## src/rtl/bcd_chain_counter.sv

```systemverilog
// Cascaded BCD/modulo digit counter with synchronous ripple carry, clear and parallel load.
// Define BCD_CHAIN_COUNTER_DOWN_EN to add the dir input (1 = count down, 0 = count up).
module bcd_chain_counter #(
  parameter int          NDIG    = 4,
  parameter logic [31:0] MOD_VEC = 32'h00006A6A
) (
  input  logic              clk,
  input  logic              rst,
  input  logic              cin,
  input  logic              clr,
  input  logic              load,
  input  logic [4*NDIG-1:0] load_val,
`ifdef BCD_CHAIN_COUNTER_DOWN_EN
  input  logic              dir,
`endif
  output logic [4*NDIG-1:0] cnt,
  output logic              cout,
  output logic              tc
);

  logic              down;
  logic [NDIG-1:0]   at_max;
  logic [NDIG-1:0]   at_zero;
  logic [NDIG-1:0]   lim;
  logic [NDIG:0]     en;
  logic [4*NDIG-1:0] cnt_step;
  logic [4*NDIG-1:0] cnt_load;

`ifdef BCD_CHAIN_COUNTER_DOWN_EN
  assign down = dir;
`else
  assign down = 1'b0;
`endif

  // en[i] is the step enable for digit i; en[NDIG] means the whole chain wraps this edge.
  assign en[0] = cin;

  for (genvar i = 0; i < NDIG; i++) begin : g_dig
    localparam logic [3:0] MAXV = MOD_VEC[4*i +: 4] - 4'd1;

    logic [3:0] dig;
    logic [3:0] ld;
    logic [3:0] dig_up;
    logic [3:0] dig_dn;

    assign dig        = cnt[4*i +: 4];
    assign ld         = load_val[4*i +: 4];
    assign at_max[i]  = (dig == MAXV);
    assign at_zero[i] = (dig == 4'd0);
    assign lim[i]     = down ? at_zero[i] : at_max[i];
    assign en[i+1]    = en[i] & lim[i];

    assign dig_up = at_max[i]  ? 4'd0 : dig + 4'd1;
    assign dig_dn = at_zero[i] ? MAXV : dig - 4'd1;

    assign cnt_step[4*i +: 4] = !en[i] ? dig : (down ? dig_dn : dig_up);
    // Out-of-range load digits collapse to 0 so every digit stays inside its modulo.
    assign cnt_load[4*i +: 4] = (ld <= MAXV) ? ld : 4'd0;
  end

  assign tc = &lim;

  always_ff @(posedge clk or posedge rst) begin
    if (rst) begin
      cnt  <= '0;
      cout <= 1'b0;
    end else if (clr) begin
      cnt  <= '0;
      cout <= 1'b0;
    end else if (load) begin
      cnt  <= cnt_load;
      cout <= 1'b0;
    end else if (cin) begin
      cnt  <= cnt_step;
      cout <= en[NDIG];
    end else begin
      cout <= 1'b0;
    end
  end

endmodule
```

## config.mk

```make
export PLATFORM = sky130hd
export DESIGN_NAME = bcd_chain_counter
export DESIGN_NICKNAME = d
export VERILOG_FILES = /design/src/rtl/bcd_chain_counter.sv
export SDC_FILE = /design/constraint.sdc
export NUM_CORES = 1
export LEC_CHECK = 0
export CAP_MARGIN = 20
export CELL_PAD_IN_SITES_DETAIL_PLACEMENT = 0
export CELL_PAD_IN_SITES_GLOBAL_PLACEMENT = 1
export CORE_ASPECT_RATIO = 2
export CORE_MARGIN = 1.5
export CORE_UTILIZATION = 34
export DETAILED_ROUTE_END_ITERATION = 10
export GPL_ROUTABILITY_DRIVEN = 0
export HOLD_SLACK_MARGIN = 0.1
export PLACE_DENSITY_LB_ADDON = 0.1
export SETUP_SLACK_MARGIN = 0.5
export SLEW_MARGIN = 40
export SYNTH_ARGS = -nofsm -noshare
export SYNTH_HDL_FRONTEND = slang
export SYNTH_SLANG_ARGS = --single-unit
```

## constraint.sdc

```tcl
create_clock -name clk -period 2.1 [get_ports clk]
set_input_delay 0.315 -clock clk [delete_from_list [all_inputs] [get_ports clk]]
set_output_delay 0.315 -clock clk [all_outputs]
set_load 0.03 [all_outputs]
```

* After elaboration in Yosys (flattened, before gate mapping)
Index checks and enable logic that the tools add are counted.
** Storage, ports and cells
- Flip-flop bits (word level) :: 17
- Latch bits :: 0
- RAM bits :: 0
- Memory bits (read-only) :: 0
- Bits of input ports :: 21
- Output and inout bits :: 18
- Memories kept :: 0
** Operators by class
- Add/subtract/negate cells :: 4
- Multiply operators :: 0
- Div/mod/pow operators :: 0
- Order comparisons :: 4
- Equal/unequal tests :: 4
- Shifts and indexed selects :: 0
- Mux-type cells :: 17
- Bitwise operators :: 4
- Reduce and logical (&&, ||, !) cells :: 8
** Operator list (number)
- 16-bit two-way mux :: 3
- 4-bit two-way mux :: 11
- 4-bit by 1-bit adder with 4-bit output (second input constant) :: 4
- 3-bit nonzero test :: 4
- 4-bit by 3-bit == test with 1-bit output (second input constant) :: 2
- 4-bit == test (second input constant) :: 2
- 4-bit by 3-bit less-or-equal comparator with 1-bit output (second input constant) :: 2
- 4-bit less-or-equal comparator (second input constant) :: 2
- 2-bit AND reduction :: 3
- 1-bit AND :: 4
- 4-bit AND reduction :: 1
- 1-bit two-way mux :: 3

* Depth between registers and ports, before layout
Gate-level depths: netlist of run 1.
- Word-level depth :: 8
- Depth in mapped cells :: 7
- Depth with buffers taken out :: 6

* Worst setup path before layout of run 1
No wires, ideal clock.
- Kind :: flip-flop to flip-flop
- Start point :: register cnt[0]
- End point :: register cout
- Data arrival time :: 2.299 ns
- Path slack :: -0.268 ns
- Cell stages (with the launch flop) :: 5
- Path through :: dfrtp_1 ha_1 nand3b_1 nor4_1 and3_2
** On the way
- Word-level cells in the longest chain between the ends :: 8
** Ends and longest elaborated chain
- from (decl) :: RTL line 16 : output logic [4*NDIG-1:0] cnt,
- from (signal assigned) :: RTL line 71 : cnt <= cnt_load;
- from (signal assigned) :: RTL line 74 : cnt <= cnt_step;
- 4-bit == test :: RTL line 48 : assign at_max[i] = (dig == MAXV);
- 1-bit AND (4 in series) :: RTL line 51 : assign en[i+1] = en[i] & lim[i];
- 1-bit two-way mux :: RTL line 73 : end else if (cin) begin
- 1-bit two-way mux :: RTL line 70 : end else if (load) begin
- 1-bit two-way mux :: RTL line 67 : end else if (clr) begin
- to (signal assigned) :: RTL line 75 : cout <= en[NDIG];
- to (decl) :: RTL line 17 : output logic cout,
No other way between the ends.
A chain may end at the register's enable or synchronous reset.

* Final worst setup path of run 1
- Start point :: register cnt[1]
- End point :: output port tc
** On the way
- Word-level cells in the longest chain between the ends :: 2
** Ends and longest elaborated chain
- 4-bit == test :: RTL line 48
- 4-bit AND reduction :: RTL line 61 : assign tc = &lim;
- to (decl) :: RTL line 18 : output logic tc
No other way between the ends.

==> run summary, run 1 <==
Status - finished, final reports clean
Die Y - 87.58 um
Total track usage - 19.82%
Max cap viols - 0
EDFF count, synth - 0
Slowest stage delay, CP - 0.41 ns
Post-Syn Area - 1216 sq um
Crit path max-delay family - simple AND/OR/NAND/NOR gates
Power per cell area - 451.0 nW/um^2
Final max-slew violation count - 0
Hold Slack - 0.3713 ns
Final TNS setup - 0 ns
Max Freq - 544.4 MHz
Final worst path period need - 1.837 ns
Most common cell in the netlist - dfrtp_1
Crit path cell chain - inv_2 > ha_4 > nand3b_1 > nor4_4 > buf_6
Residual DRC count - 0
Area contributors post-synth - dfrtp_1, ha_1, o21ai_0
# IOs - 39
FF+latch count, synth - 17
Mapped Nets - 164
Yosys cell types - 47
Post-synth top cells - dfrtp_1, nand2_1, o21ai_0, nor2_1, ha_1
Startpoint types - flop
Core area - 3416 sq um
Crit path kind - flop to primary output
Vias per cell - 5.262
Number of buffers created by CTS - 3
Mean post-synth cell area - 9.009 sq um
Hold-fix buffers, CTS - 0
Sink Count - 17
Ys flop type - dfrtp_1
Final Util - 59.08%
Share of the synthesized area in the top cell type - 34.98%
Register area - 432.9 sq um
CTS Root Cell - clkbuf_8
First-pass GRT wire length - 5.844 mm
CTS tree - yes
Final period util - 87.47%
Initial core utilization - 35.60%
Fin nets - 230
Final WS setup - 0.2631 ns
Flop-to-flop setup slack - 0.34 ns
Via Count - 1,305
Routed wire length - 3.764 mm
CP Capture Type - primary output
Clock transition at path regs - 0.07 ns
Post-route ant nets - 0
Share of cells above drive strength 1 - 31.00%
Clock Path Buffers - 2
Layout area overhead - 65.95%
Row count - 30
Worst R2R Path Depth - 8
R2R Path Start - cnt[0]
Clk Latency, worst-skew pair - 0.25 ns
WL per Instance - 15.18 um
WP data required - 1.78 ns
Post-DP Area - 1735 sq um
Worst Skew - 0.002590 ns
RSZ-0062 raised after global routing - true
Pre-CTS setup slack - 0.09693 ns
Initial DRC Count - 10
Yosys synthesis warning count - 0
Endpoints failing setup - 0
Register area share after synthesis - 34.98%
Worst Path Arrival - 1.52 ns
PortBufs - 38
Final Hold Viols - 0
Multi-input gate area - 863.3 sq um
Final HPWL DP - 2.647 mm
P_leak - 0.0009044 uW
# fillers - 316
Antenna diodes - 0
Die X - 45.29 um
H-tree levels - 1
GRT Residual Overflow - 0
Initial antenna violation count - 0
Mapped Cells - 135
Largest area contributor in the netlist - dfrtp_1
R2r endpoint - cnt[7]
Die area - 3967 sq um
Peak supply drop - 284.2 uV
Hold Path Class - input pin to asynchronous set/reset pin
Fin area - 2018 sq um
Tightest Pin Transition - 0.3571 ns
First-pass iteration count of the detailed router - 4
CP startpoint - cnt[1]
Ys async rst share - 100.0%
Maximum fanout along the worst path - 2
Number of global-route vias before repair - 1,334
Slew headroom - 76.15%
Slowest stage cell, crit path - dfrtp_2
Largest net degree at the start of global routing - 18
Buffers and inverters on the worst path - 2
-- kinds of logic (layout without fill, tap and decap cells) --
group | count (synthesis) | in the layout | synth area share (%)
buffers and inverters | 12 | 77 | 4.423
flip-flops | 17 | 17 | 34.98
multiplexers | 4 | 4 | 3.601
AND/OR/NAND/NOR | 53 | 53 | 25.00
AO/OA/AOI/OAI | 41 | 41 | 23.77
adder cells (fa/ha/maj) | 8 | 8 | 8.231
-- layout by cell type (no fill, tap or decap), types with 3 or more instances in the layout --
cell type / Yosys / layout
a211oi_1: 4 / 4
a21oi_1: 6 / 6
a31oi_1: 4 / 3
buf_4: 0 / 21
buf_6: 1 / 7
clkbuf_8: 0 / 3
clkdlybuf4s50_1: 0 / 21
dfrtp_1: 17 / 11
dfrtp_2: 0 / 6
dlygate4sd2_1: 0 / 16
ha_1: 8 / 6
inv_1: 7 / 6
nand2_1: 13 / 10
nand3_1: 5 / 5
nand3b_1: 6 / 6
nor2_1: 9 / 9
o21ai_0: 10 / 6
o21ai_1: 0 / 4
-- sequential cells by signal, summed over array words and instances (netlist names) --
| name | count |
|---|---|
| cnt | 16 |
| cout | 1 |
-- where the power goes --
part / total (uW) / switching (uW) / internal [uW]
clock: 256 / 122 / 135
sequential: 369 / 23.5 / 346
combinational: 284 / 145 / 140
total: 910 / 290 / 620
-- final cells by class --
cell class                      instances  share of cell area [%]
Multi-Input combinational cell        106                   42.78
Timing Repair Buffer                   65                   29.08
Sequential cell                        17                   21.45
Tap cell                               48                   2.976
Clock buffer                            4                   2.232
Inverter                                8                   1.488
-- through the flow --
step | power (uW) | std cells
after floorplan | 500.5 | 135
after global placement | 614.9 | 225
after detailed placement | 618.6 | 225
after CTS | 894.2 | 245
after global routing | 954.3 | 248
final | 910.2 | 248
-- repair_timing --
action	4_1_cts	5_1_grt
setup endpoints to repair	26	13
buffers inserted	16	3
hold endpoints to repair	0	0
pin swaps	10	10
gates resized for setup	30	16
-- worst register-to-register path: stages (launching register included) --
cell	delay, ns
dfrtp_2	0.44
ha_4	0.17
buf_4	0.13
and4b_2	0.27
buf_6	0.14
buf_6	0.11
nand4_1	0.09
mux2i_1	0.25
nor2_1	0.06
-- how the worst max path moves through the flow --
stage | endpoint | cells after the start
finish | tc | 5
global route | tc | 5
CTS | tc | 5
detailed placement | cnt[12] | 5
global placement | cnt[12] | 4
floorplan | tc | 4
-- routing by layer --
metal  track usage [%]  up-vias  share of wire, %
li1                  -      636                 -
met1             19.80      627                37
met2             38.44       34                58
met3             2.268        8               2.9
met4             8.021        0               2.1
met5                 0        -                 0
(Power assumes the default switching activity.)
==> run 2, diff against run 1 <==
- REMOVE_ABC_BUFFERS: default -> 1
==> run summary, run 2 (synthesis gave the netlist of run 1 again) <==
Flop-to-flop setup slack - 0.41 ns (+0.07 ns)
Layout area overhead - 63.48%
Clock transition at path regs - 0.07 ns (about the same)
PortBufs - 38 (unchanged)
Maximum fanout along the worst path - 2 (unchanged)
WP data required - 1.78 ns (about the same)
Register area - 427.9 sq um (-1.2%)
Multi-input gate area - 838.3 sq um (-2.9%)
Largest register FFs - 16 (unchanged)
Slew headroom - 68.34% (-7.8 points)
Core area - 3416 sq um (unchanged)
Fin nets - 229 (-0.43%)
Total track usage - 19.44% (-0.38 points)
GRT Residual Overflow - 0 (unchanged)
Hold Slack - 0.3756 ns (+0.004375 ns)
Share of cells above drive strength 1 - 29.65% (-1.4 points)
Initial DRC Count - 25 (+15)
H-tree levels - 1 (unchanged)
Final worst path period need - 1.835 ns (-0.001595 ns)
Reg with most FFs - cnt
Crit path cell chain - inv_2 > ha_4 > nand3b_1 > nor4_2 > buf_4
Initial antenna violation count - 0 (unchanged)
RSZ-0062 raised after global routing - true
Post-route ant nets - 0 (unchanged)
Die X - 45.29 um (unchanged)
Worst Skew - 0.002316 ns (-0.0002738 ns)
Final Hold Viols - 0 (unchanged)
R2R Path Start - cnt[1]
Commonest non-fill, non-tap cells in the layout - clkdlybuf4s50_1, buf_4, dlygate4sd2_1
Post-DP Area - 1690 sq um (-2.6%)
Vias per cell - 5.324 (+1.2%)
Largest net degree at the start of global routing - 18 (unchanged)
Max Freq - 544.9 MHz (about the same)
Number of global-route vias before repair - 1,245 (-6.7%)
Status - finished, final reports clean
Fin area - 1988 sq um (-1.5%)
CP startpoint - cnt[5]
Sink Count - 17 (unchanged)
Endpoints failing setup - 0 (unchanged)
Final period util - 87.39% (about the same)
# fillers - 307 (-2.8%)
CTS Root Cell - clkbuf_8
Die Y - 87.58 um (unchanged)
Final HPWL DP - 2.541 mm (-4.0%)
CP Capture Type - primary output
Initial core utilization - 35.60% (unchanged)
Row count - 30 (unchanged)
Peak supply drop - 477.2 uV (+68%)
Via Count - 1,315 (+0.77%)
Biggest regs - cnt: 16 flops, cout: 1 flops
Worst Path Arrival - 1.52 ns (about the same)
Residual DRC count - 0 (unchanged)
Tightest Pin Transition - 0.4737 ns (+0.1166 ns)
Final Util - 58.21% (-0.88 points)
Startpoint types - flop
Crit path max-delay family - simple AND/OR/NAND/NOR gates
Die area - 3967 sq um (unchanged)
First-pass GRT wire length - 5.768 mm (-1.3%)
Number of buffers created by CTS - 3 (unchanged)
Clock Path Buffers - 2 (unchanged)
Crit path kind - flop to primary output
WL per Instance - 14.79 um (-2.6%)
Hold Path Class - input pin to asynchronous set/reset pin
P_leak - 0.0008818 uW (-2.5%)
Clk Latency, worst-skew pair - 0.25 ns (about the same)
Final max-slew violation count - 0 (unchanged)
Max cap viols - 0 (unchanged)
Buffers and inverters on the worst path - 2 (unchanged)
Power per cell area - 450.6 nW/um^2 (about the same)
Routed wire length - 3.653 mm (-2.9%)
Slowest stage delay, CP - 0.41 ns (about the same)
# IOs - 39 (unchanged)
First-pass iteration count of the detailed router - 4 (unchanged)
Slowest stage cell, crit path - dfrtp_1
CTS tree - yes
Antenna diodes - 0 (unchanged)
[run 2: cell count changes in the layout (fill, tap and decap cells not counted), moves of 2 or more]
cell	change
dfrtp_1	+4
dfrtp_2	-4
inv_1	-2
inv_2	+2
nand2_2	+2
[run 2: per-stage QoR]
| stage | worst slack [ns] | cells | TNS, ns | power [uW] |
|---|---|---|---|---|
| floorplan | -0.2684 | 131 | -0.4717 | 485.7 |
| global placement | 0.2037 | 225 | 0 | 609.7 |
| detailed placement | 0.1333 | 225 | 0 | 611.7 |
| CTS | 0.2871 | 242 | 0 | 882.1 |
| global route | 0.2158 | 247 | 0 | 946.6 |
| finish | 0.2647 | 247 | 0 | 895.9 |
[run 2: where the power goes]
group          internal [uW]  switching, uW  leakage [uW]
Sequential               345           24.1      0.000227
Combinational            138            140      0.000632
Clock                    135            114     0.0000228
Total                    618            278      0.000882
[run 2: per-layer routing]
metal  routed length, um  vias up  global-route usage (%)
met4                  36        0                   8.289
met2                2119       47                   34.81
met5                   0        -                       0
met1                1383      633                   22.05
met3                 114        2                   2.268
li1                    -      633                       -
[run 2: final cells by class]
cell class                      count  area share [%]
Timing Repair Buffer               64           29.52
Clock buffer                        4           2.266
Sequential cell                    17           21.52
Multi-Input combinational cell    106           42.16
Tap cell                           48           3.021
Inverter                            8           1.510
[run 2: path summary, 6_finish.rpt]
kind,cells past startpoint,endpoint
hold / removal,3,cnt[8]
min in group clk,2,cnt[15]
setup reg to reg,7,cnt[15]
hold reg to reg,2,cnt[15]
max in group asynchronous,3,cnt[0]
setup / recovery,5,tc
[run 2: what timing repair did]
| action | in CTS | in global routing |
|---|---|---|
| resized for setup | 36 | 17 |
| buffers inserted | 13 | 5 |
| endpoints found under the setup margin | 28 | 12 |
| hold buffers | 0 | 0 |
| pin swaps | 7 | 9 |
[run 2: tightest hold or removal path: stages]
cell and delay [ns]:
clkdlybuf4s50_1 0.39, inv_1 0.05, buf_4 0.24
==> run 3, diff against run 2 <==
- GPL_TIMING_DRIVEN: default -> 1
==> results of run 3 <==
Same layout as run 2: the final DEF is identical, and so are final timing and power.
